--- src/rtl/sadd_sat_pipe_if.sv ---
// Stream bundle for sadd_sat_pipe: operand/op request channel and result channel.
// The slave modport is the arithmetic unit's view; master is the producer/consumer view.
interface sadd_sat_pipe_if #(
    parameter int W = 8
);
    logic         in_valid;
    logic         in_ready;
    logic [1:0]   op;
    logic [W-1:0] a;
    logic [W-1:0] b;
    logic         out_valid;
    logic         out_ready;
    logic [W-1:0] res;
    logic         ovf;

    modport master (
        output in_valid, op, a, b, out_ready,
        input  in_ready, out_valid, res, ovf
    );

    modport slave (
        input  in_valid, op, a, b, out_ready,
        output in_ready, out_valid, res, ovf
    );
endinterface

--- src/rtl/sadd_sat_pipe.sv ---
// sadd_sat_pipe: signed add/sub/accumulate with overflow detection, optional
// saturation (SAT) and a sticky overflow flag, behind a one-entry output register.
// Optional feature macro: SADD_OVF_CNT_EN adds the ovf_count port and a
// saturating overflow event counter.
module sadd_sat_pipe #(
    parameter int W     = 8,
    parameter int SAT   = 0,
    parameter int CNT_W = 8
) (
    input  logic           clk,
    input  logic           rst_n,
    sadd_sat_pipe_if.slave bus,
    input  logic           clr_ovf,
    output logic           ovf_sticky
`ifdef SADD_OVF_CNT_EN
    ,
    output logic [CNT_W-1:0] ovf_count
`endif
);

    localparam logic [1:0] OP_ADD = 2'b00;
    localparam logic [1:0] OP_SUB = 2'b01;
    localparam logic [1:0] OP_ACC = 2'b10;

    localparam logic [W-1:0] POS_MAX = {1'b0, {(W-1){1'b1}}};
    localparam logic [W-1:0] NEG_MIN = {1'b1, {(W-1){1'b0}}};

    // Reject nonsensical parameterisations at elaboration time
    if (W < 2 || CNT_W < 1) begin : g_bad_params
        $error("sadd_sat_pipe: W must be >= 2 and CNT_W >= 1");
    end

    logic [W-1:0] res_q;
    logic         ovf_q;
    logic         out_valid_q;
    logic [W-1:0] acc_q;
    logic         sticky_q;

    logic         accept;
    logic [W-1:0] opx;
    logic [W-1:0] opy;
    logic         is_sub;
    logic         is_acc;
    logic         is_clr;
    logic [W:0]   full;
    logic [W-1:0] raw;
    logic         ovf_d;
    logic [W-1:0] res_d;

    // One-entry output register: free when empty or being drained this cycle
    assign bus.in_ready  = !out_valid_q || bus.out_ready;
    assign accept        = bus.in_valid && bus.in_ready;
    assign bus.out_valid = out_valid_q;
    assign bus.res       = res_q;
    assign bus.ovf       = ovf_q;
    assign ovf_sticky    = sticky_q;

    // Select operands, compute in W+1 bits, detect overflow and apply wrap/saturate
    always_comb begin
        opx    = bus.a;
        opy    = bus.b;
        is_sub = 1'b0;
        is_acc = 1'b0;
        is_clr = 1'b0;
        case (bus.op)
            OP_ADD: begin
                opx = bus.a;
                opy = bus.b;
            end
            OP_SUB: begin
                is_sub = 1'b1;
            end
            OP_ACC: begin
                is_acc = 1'b1;
                opx    = acc_q;
                opy    = bus.a;
            end
            default: begin
                // CLR: 0 + 0 yields res=0 and ovf=0 through the normal path
                is_clr = 1'b1;
                opx    = '0;
                opy    = '0;
            end
        endcase

        if (is_sub) begin
            full = {opx[W-1], opx} - {opy[W-1], opy};
        end else begin
            full = {opx[W-1], opx} + {opy[W-1], opy};
        end
        raw = full[W-1:0];

        // Overflow is judged against the sign of the first operand
        if (is_sub) begin
            ovf_d = (opx[W-1] != opy[W-1]) && (raw[W-1] != opx[W-1]);
        end else begin
            ovf_d = (opx[W-1] == opy[W-1]) && (raw[W-1] != opx[W-1]);
        end

        res_d = raw;
        if (SAT != 0 && ovf_d) begin
            // A negative first operand can only overflow downwards, and vice versa
            res_d = opx[W-1] ? NEG_MIN : POS_MAX;
        end
    end

    // Output register: load on accept, empty when drained without a refill
    always_ff @(posedge clk or negedge rst_n) begin
        if (!rst_n) begin
            out_valid_q <= 1'b0;
            res_q       <= '0;
            ovf_q       <= 1'b0;
        end else if (accept) begin
            out_valid_q <= 1'b1;
            res_q       <= res_d;
            ovf_q       <= ovf_d;
        end else if (bus.out_ready) begin
            out_valid_q <= 1'b0;
        end
    end

    // Accumulator follows the post-wrap/saturation result; ADD/SUB leave it alone
    always_ff @(posedge clk or negedge rst_n) begin
        if (!rst_n) begin
            acc_q <= '0;
        end else if (accept && is_acc) begin
            acc_q <= res_d;
        end else if (accept && is_clr) begin
            acc_q <= '0;
        end
    end

    // Sticky overflow: a new overflow wins over a same-cycle clear
    always_ff @(posedge clk or negedge rst_n) begin
        if (!rst_n) begin
            sticky_q <= 1'b0;
        end else if (accept && ovf_d) begin
            sticky_q <= 1'b1;
        end else if (clr_ovf) begin
            sticky_q <= 1'b0;
        end
    end

`ifdef SADD_OVF_CNT_EN
    logic [CNT_W-1:0] cnt_q;

    assign ovf_count = cnt_q;

    // Saturating overflow event counter; clear plus overflow restarts at one
    always_ff @(posedge clk or negedge rst_n) begin
        if (!rst_n) begin
            cnt_q <= '0;
        end else if (accept && ovf_d) begin
            if (clr_ovf) begin
                cnt_q <= {{(CNT_W-1){1'b0}}, 1'b1};
            end else if (cnt_q != {CNT_W{1'b1}}) begin
                cnt_q <= cnt_q + 1'b1;
            end
        end else if (clr_ovf) begin
            cnt_q <= '0;
        end
    end
`endif

endmodule

--- src/flat_wrapper.sv ---
// flat-port wrapper written by rule: the top's interface ports become plain ports
module sadd_sat_pipe_flat 
#(
    parameter int W     = 8,
    parameter int SAT   = 0,
    parameter int CNT_W = 8
)
  (clk, rst_n, clr_ovf, ovf_sticky, bus_in_valid, bus_op, bus_a, bus_b, bus_out_ready, bus_in_ready, bus_out_valid, bus_res, bus_ovf);
  sadd_sat_pipe_if #(.W(W)) bus_i ();
  input  logic clk;
  input  logic rst_n;
  input  logic clr_ovf;
  output logic ovf_sticky;
  input wire logic [$bits(bus_i.in_valid)-1:0] bus_in_valid;
  input wire logic [$bits(bus_i.op)-1:0] bus_op;
  input wire logic [$bits(bus_i.a)-1:0] bus_a;
  input wire logic [$bits(bus_i.b)-1:0] bus_b;
  input wire logic [$bits(bus_i.out_ready)-1:0] bus_out_ready;
  output wire logic [$bits(bus_i.in_ready)-1:0] bus_in_ready;
  output wire logic [$bits(bus_i.out_valid)-1:0] bus_out_valid;
  output wire logic [$bits(bus_i.res)-1:0] bus_res;
  output wire logic [$bits(bus_i.ovf)-1:0] bus_ovf;
  assign bus_i.in_valid = bus_in_valid;
  assign bus_i.op = bus_op;
  assign bus_i.a = bus_a;
  assign bus_i.b = bus_b;
  assign bus_i.out_ready = bus_out_ready;
  assign bus_in_ready = bus_i.in_ready;
  assign bus_out_valid = bus_i.out_valid;
  assign bus_res = bus_i.res;
  assign bus_ovf = bus_i.ovf;
  sadd_sat_pipe #(.W(W), .SAT(SAT), .CNT_W(CNT_W)) u_core (.clk(clk), .rst_n(rst_n), .bus(bus_i), .clr_ovf(clr_ovf), .ovf_sticky(ovf_sticky));
endmodule
--- config.mk ---
export PLATFORM = sky130hd
export DESIGN_NAME = sadd_sat_pipe_flat
export DESIGN_NICKNAME = d
export VERILOG_FILES = /design/src/rtl/sadd_sat_pipe_if.sv /design/src/rtl/sadd_sat_pipe.sv /design/src/flat_wrapper.sv
export SDC_FILE = /design/constraint.sdc
export NUM_CORES = 1
export LEC_CHECK = 0
export BUFFER_PORTS_ARGS = -buffer_cell sky130_fd_sc_hd__buf_2
export CORE_MARGIN = 5
export CORE_UTILIZATION = 41
export DETAILED_ROUTE_END_ITERATION = 8
export GPL_TIMING_DRIVEN = 1
export PLACE_DENSITY = 0.76
export REMOVE_ABC_BUFFERS = 1
export SLEW_MARGIN = 20
export SYNTH_ARGS = -nofsm -noshare
export SYNTH_HDL_FRONTEND = slang
export SYNTH_SLANG_ARGS = --single-unit
export TNS_END_PERCENT = 30
--- constraint.sdc ---
create_clock -name clk -period 5.74 [get_ports clk]
set_input_delay 0 -clock clk [delete_from_list [all_inputs] [get_ports clk]]
set_output_delay 0 -clock clk [all_outputs]
set_load 0.02 [all_outputs]
==> out/metrics.cfg, run 1 <==
[floorplan]
initial_utilization=0.419
dieArea_mm2=0.00500
io_pins=35
std_cell_rows=22
die_h_um=70.7
die_w_um=70.7
core_mm2=0.00361

[global_route]
top_usage_layer=met2
grt_pass1_vias=1321
use_met2=0.217
use_met3=0.0327
grt_usage=0.145
antenna_found_initial=0
grt_max_degree=27
grt.overflow.total=0
grt_pass1_wl_um=5990
use_met1=0.203

[cts]
numCtsBuffers=3
clk_latency_ns=0.25
cts.clk_slew.worst_paths_ns=0.07
clock_path_buffers=2
h-tree-depth=1
cts.sinks=19
cts-root-buf=clkbuf_8
cts_tree=done
postCtsResizedCells=0
post-cts-setup-buffers=0
ctsHoldBuffers=3

[pwr]
leakagePower_nw=0.842
power.density_mw_per_mm2=290
max-vdd-ir-drop_uv=150

[worst_setup_path]
ff2ff_path_depth=8
arrival_ns=3.43
worstSetupStartpointType=input pin
end_kind=flop
reg2reg_from=u_core.acc_q[1]$_DFFE_PN0P_
startpoint=bus_op[1]
critPathRequiredTime_ns=5.86
critPathKind=in -> reg
ff2ff_setup_slack_ns=3.44
reg2reg_to=u_core.ovf_sticky$_DFFE_PN0P_
crit_fanout=26
endpoint=u_core.ovf_sticky$_DFFE_PN0P_

[min_path]
min_path_type=in -> reg

[job]
cap_violations=0

[detailed_routing]
route.detailed.drc=0
wirelength_um=3500
drt_pass1_iterations=4
first_iter_violations=109
ant_nets=0
vias=1413
wl_per_cell_um=13.5
via_per_inst=5.46

[finish]
antenna_cells=0
multi_input_area_um2=953
final_cell_area_mm2=0.00178
fill_cells=378
finalNetCount=244
seq_area_um2=475
area_delta_synth_final_pct=17.6
final_layout_size_suffix_gt1_frac=0.213
fin_cells=259

[timing]
hold-worst-slack_ns=0.0652
fin_crit_ns=3.31
tightest_slew_ns=0.497
rsz0062_at_grt=false
relSlewSlack=0.668
period_share=0.577
clock.fmax_mhz=302
drv_slew=0
setup_viol=0
clock_skew_ns=0.00236
fin_tns_setup_ns=0
hold_viol_final=0

[placement]
placedCellCount=252
hpwlAfterDp_um=2680
placed_area_mm2=0.00170
gp_congestion=0.921
port_buffers=34

[logic_synthesis]
synth_cell_types=43
syn_area_mm2=0.00151
yosys_warnings=0
ys_ff_latch=19
avgSynthCellArea_um2=8.44
ys_seq_area_frac=0.315
synthCells=179

[run_status]
outcome=completed

-- cell families (layout without fill, tap and decap cells) --
kind of cell / count (synthesis) / in the layout / share of synthesized area
adder cells (fa/ha/maj): 9 / 9 / 0.0795
AO/OA/AOI/OAI: 64 / 64 / 0.292
multiplexers: 4 / 4 / 0.0298
buffers and inverters: 20 / 52 / 0.0539
flip-flops: 19 / 19 / 0.315
XOR/XNOR: 9 / 9 / 0.0621
AND/OR/NAND/NOR: 54 / 54 / 0.167
-- cells in the final DEF (no fill, tap or decap), drive strengths merged, types with 6 or more instances in the layout --
master / synthesis / routed
nand2b: 6 / 6
nor2: 12 / 12
dfrtp: 19 / 19
nand2: 24 / 24
buf: 5 / 34
ha: 8 / 8
inv: 11 / 11
a21oi: 8 / 8
a22oi: 7 / 7
o21ai: 18 / 18
a22o: 6 / 6
-- registers in the layout (all words and copies together) (netlist names) --
register              count
u_core.bus.res            8
u_core.acc_q              8
u_core.ovf_sticky         1
u_core.bus.out_valid      1
u_core.bus.ovf            1
-- layout make-up --
type | instances | area share
multi-input cells | 140 | 0.537
flip-flops and latches | 19 | 0.268
repair buffers | 37 | 0.113
well taps | 48 | 0.0338
clock buffers | 4 | 0.0254
inverters | 11 | 0.0233
-- worst min-delay path by stage --
stage          cells after the start                          endpoint          start  slack (ns)
5_1_grt                            3  u_core.bus.out_valid$_DFFE_PN0P_  bus_out_ready        0.09
3_3_place_gp                       1     u_core.bus.res[2]$_DFFE_PN0P_          rst_n       -0.04
6_report                           3  u_core.bus.out_valid$_DFFE_PN0P_  bus_out_ready        0.07
3_5_place_dp                       1     u_core.bus.res[2]$_DFFE_PN0P_          rst_n       -0.03
2_1_floorplan                      0       u_core.acc_q[0]$_DFFE_PN0P_          rst_n       -0.30
4_1_cts                            3  u_core.bus.out_valid$_DFFE_PN0P_  bus_out_ready        0.06
-- stage by stage --
stage | total power (W) | util | worst slack [ns]
6_report | 0.000516 | 0.492 | 2.43
5_1_grt | 0.000557 | 0.492 | 2.14
4_1_cts | 0.000522 | 0.492 | 2.49
3_5_place_dp | 0.000427 | 0.472 | 2.25
3_3_place_gp | 0.000423 | 0.472 | 2.36
2_1_floorplan | 0.000355 | - | 3.10
-- where the power goes --
| group | switching (W) | total [W] | internal, W | leakage [nW] |
|---|---|---|---|---|
| combinational | 0.000135 | 0.000235 | 0.0000994 | 0.582 |
| sequential | 0.0000188 | 0.000191 | 0.000172 | 0.237 |
| clock | 0.0000408 | 0.0000901 | 0.0000492 | 0.0228 |
| total | 0.000195 | 0.000516 | 0.000321 | 0.842 |
-- worst max-delay path, cell delays in order --
cell	delay, ns
buf_2	0.35
inv_1	0.34
a22oi_1	0.32
ha_1	0.34
a41oi_1	0.15
o22ai_1	0.17
nand2_1	0.08
xor2_1	0.17
ha_1	0.32
a21oi_1	0.21
o21ai_0	0.13
o21ai_1	0.09
xnor3_2	0.45
xor2_1	0.21
o22ai_1	0.09
-- layer usage --
layer  vias to the layer above  share of wire  wire length [um]
li1                        712              -                 -
met1                       647           0.47              1640
met2                        48           0.43              1510
met3                         6          0.084               294
met4                         0          0.015                51
met5                         -              0                 0
-- Yosys cell counts --
master,number,area (um^2)
nand2b_1,6,37.5
a31oi_1,2,12.5
xor2_1,4,35.0
o221ai_1,1,8.76
a21boi_0,1,7.51
o21ai_1,5,25.0
inv_1,11,41.3
dfrtp_1,19,475
o211ai_1,1,7.51
buf_2,2,10.0
nor3_1,3,15.0
buf_1,2,7.51
nor3b_1,1,7.51
o22a_2,1,10.0
nand3b_1,2,15.0
ha_1,8,100
a41oi_1,1,8.76
nor2_1,12,45.0
o21ai_0,13,65.1
mux2_2,4,45.0
a22oi_1,6,45.0
nand3_1,2,10.0
a22oi_4,1,21.3
buf_4,1,7.51
nor2b_1,2,12.5
fa_1,1,20.0
o311a_1,1,10.0
a21oi_1,8,40.0
xnor3_2,1,23.8
o31ai_1,5,37.5
o21a_1,2,15.0
a31o_1,1,8.76
o31a_1,1,8.76
a211o_1,1,8.76
a21boi_1,1,7.51
nor2b_4,1,13.8
nand2_1,24,90.1
a41o_1,1,10.0
clkbuf_1,4,15.0
xnor2_1,4,35.0
o22ai_1,5,31.3
a22o_1,6,52.6
or2_0,1,6.26
No activity file was read; power rests on OpenSTA's default activity.
==> inputs of run 2 (changes only) <==
PLACE_DENSITY = 0.78   (was 0.76)
clock period = 2.95 ns   (was 5.74 ns; I/O delays follow)
==> out/metrics.cfg, run 2 (synthesis results as in run 1) <==
[pwr]
pwr-share-comb=0.455  ; about the same
p_switching_w=0.000384  ; +97%
max-vdd-ir-drop_uv=319  ; +110%
p_clk_frac=0.178  ; +0.003
swShare=0.379  ; +0.000967
power.density_mw_per_mm2=556  ; +92%
pwr-share-seq=0.367  ; -0.003
leakagePower_nw=0.872  ; +3.5%
internal-power_w=0.000629  ; +96%

[cts]
cts.sinks=19  ; unchanged
cts.clk_slew.worst_paths_ns=0.07  ; about the same
clock_path_buffers=2  ; unchanged
numCtsBuffers=3  ; unchanged
cts_tree=done
clk_latency_ns=0.26  ; about the same
h-tree-depth=1  ; unchanged
postCtsResizedCells=0  ; unchanged
cts-root-buf=clkbuf_8

[detailed_routing]
vias=1413  ; unchanged
wl_per_cell_um=13.2  ; -2.2%
first_iter_violations=115  ; +5.5%
route.detailed.drc=0  ; unchanged
wirelength_um=3500  ; about the same
ant_nets=0  ; unchanged
via_per_inst=5.33  ; -2.3%
drt_pass1_iterations=4  ; unchanged

[global_route]
grt_pass1_wl_um=6080  ; +1.5%
grt_usage=0.148  ; +0.00236
grt_pass1_vias=1289  ; -2.4%
antenna_found_initial=0  ; unchanged
grt.overflow.total=0  ; unchanged
grt_max_degree=25  ; -7.4%

[floorplan]
io_pins=35  ; unchanged
die_h_um=70.7  ; unchanged
std_cell_rows=22  ; unchanged
die_w_um=70.7  ; unchanged
dieArea_mm2=0.00500  ; unchanged
core_mm2=0.00361  ; unchanged
initial_utilization=0.419  ; unchanged

[min_path]
min_path_type=in -> reg

[timing]
tightest_slew_ns=0.496  ; -0.00132 ns
setup_viol=0  ; unchanged
drv_slew=0  ; unchanged
period_share=0.895
hold-worst-slack_ns=0.0496  ; -0.0157 ns
fin_crit_ns=2.64
relSlewSlack=0.668  ; +0.000883
clock.fmax_mhz=379
hold_viol_final=0  ; unchanged
rsz0062_at_grt=false
clock_skew_ns=0.00825  ; +0.00589 ns
fin_tns_setup_ns=0  ; unchanged
worst_slack_ns=0.308  ; -2.12 ns

[job]
cap_violations=0  ; unchanged

[worst_setup_path]
end_kind=flop
critPathKind=in -> reg
critPathRequiredTime_ns=3.07  ; -2.79 ns
worstSetupStartpointType=input pin
crit_fanout=7  ; -73%
arrival_ns=2.76  ; -0.67 ns

[placement]
hpwlAfterDp_um=2750  ; +2.5%
port_buffers=34  ; unchanged
dp_slack_ns=0.0394  ; -2.21 ns
gp_congestion=0.817  ; -11%

[finish]
antenna_cells=0  ; unchanged
finalNetCount=250  ; +2.5%
fill_cells=357  ; -5.6%
area_delta_synth_final_pct=20.5
seq_area_um2=475  ; unchanged
final_layout_size_suffix_gt1_frac=0.235  ; +0.0218
final_common_cell=buf_2
multi_input_area_um2=953  ; unchanged
mostFrequentLayoutCells=buf_2 (34), nand2_1 (24), dfrtp_1 (19)

[run_status]
outcome=completed

==> run 2: what timing repair did <==
action | in CTS | in global routing
buffers inserted | 0 | 0
hold buffers | 3 | 0
endpoints found under the hold margin | 21 | 0
==> run 2: routing by layer <==
| metal | up-vias | share of wire | GRT usage | wire, um |
|---|---|---|---|---|
| met5 | - | 0 | 0 | 0 |
| met4 | 0 | 0.013 | 0.0501 | 45 |
| met3 | 4 | 0.066 | 0.0298 | 231 |
| met2 | 40 | 0.43 | 0.213 | 1510 |
| met1 | 647 | 0.49 | 0.219 | 1710 |
| li1 | 722 | - | - | - |
==> run 2: critical path, cell delays in order <==
cell and delay, ns:
buf_2 0.17, nor2b_4 0.07, a22oi_1 0.18, ha_1 0.31
a41oi_1 0.15, o22ai_1 0.17, nand2_1 0.08, xor2_1 0.17
ha_1 0.33, a21oi_1 0.20, o21ai_0 0.11, o21ai_1 0.08
xnor3_2 0.45, xor2_1 0.20, o22ai_1 0.09
==> run 2: final cells by class <==
class                   count  area share
multi-input cells         140       0.524
flip-flops and latches     19       0.261
repair buffers             43       0.135
well taps                  48      0.0330
clock buffers               4      0.0247
inverters                  11      0.0227
==> run 2: final timing paths <==
check,start,endpoint,slack (ns),cells past startpoint
max in group asynchronous,rst_n,u_core.acc_q[5]$_DFFE_PN0P_,2.44,2
worst min-delay path,bus_op[0],u_core.acc_q[0]$_DFFE_PN0P_,0.05,2
min in group asynchronous,rst_n,u_core.bus.res[1]$_DFFE_PN0P_,0.21,2
worst min register to register,u_core.bus.res[0]$_DFFE_PN0P_,u_core.bus.res[0]$_DFFE_PN0P_,0.48,2
worst max register to register,u_core.acc_q[1]$_DFFE_PN0P_,u_core.ovf_sticky$_DFFE_PN0P_,0.63,8
worst max-delay path,bus_op[0],u_core.ovf_sticky$_DFFE_PN0P_,0.31,15
==> run 2: per-stage QoR <==
stage	utilization	cell area (um^2)	total power, W	cells
2_1_floorplan	-	1470	0.000691	170
3_3_place_gp	0.484	1750	0.000831	258
3_5_place_dp	0.484	1750	0.000836	258
4_1_cts	0.505	1820	0.00103	265
5_1_grt	0.505	1820	0.00110	265
6_report	0.505	1820	0.00101	265
==> run 2: power by group through the flow <==
stage | logic, W | clock network [W] | registers (W)
final | 0.000461 | 0.000181 | 0.000371
after global routing | 0.000518 | 0.000195 | 0.000383
after CTS | 0.000465 | 0.000187 | 0.000373
after detailed placement | 0.000459 | 0 | 0.000377
after global placement | 0.000456 | 0 | 0.000375
after floorplan | 0.000254 | 0 | 0.000436
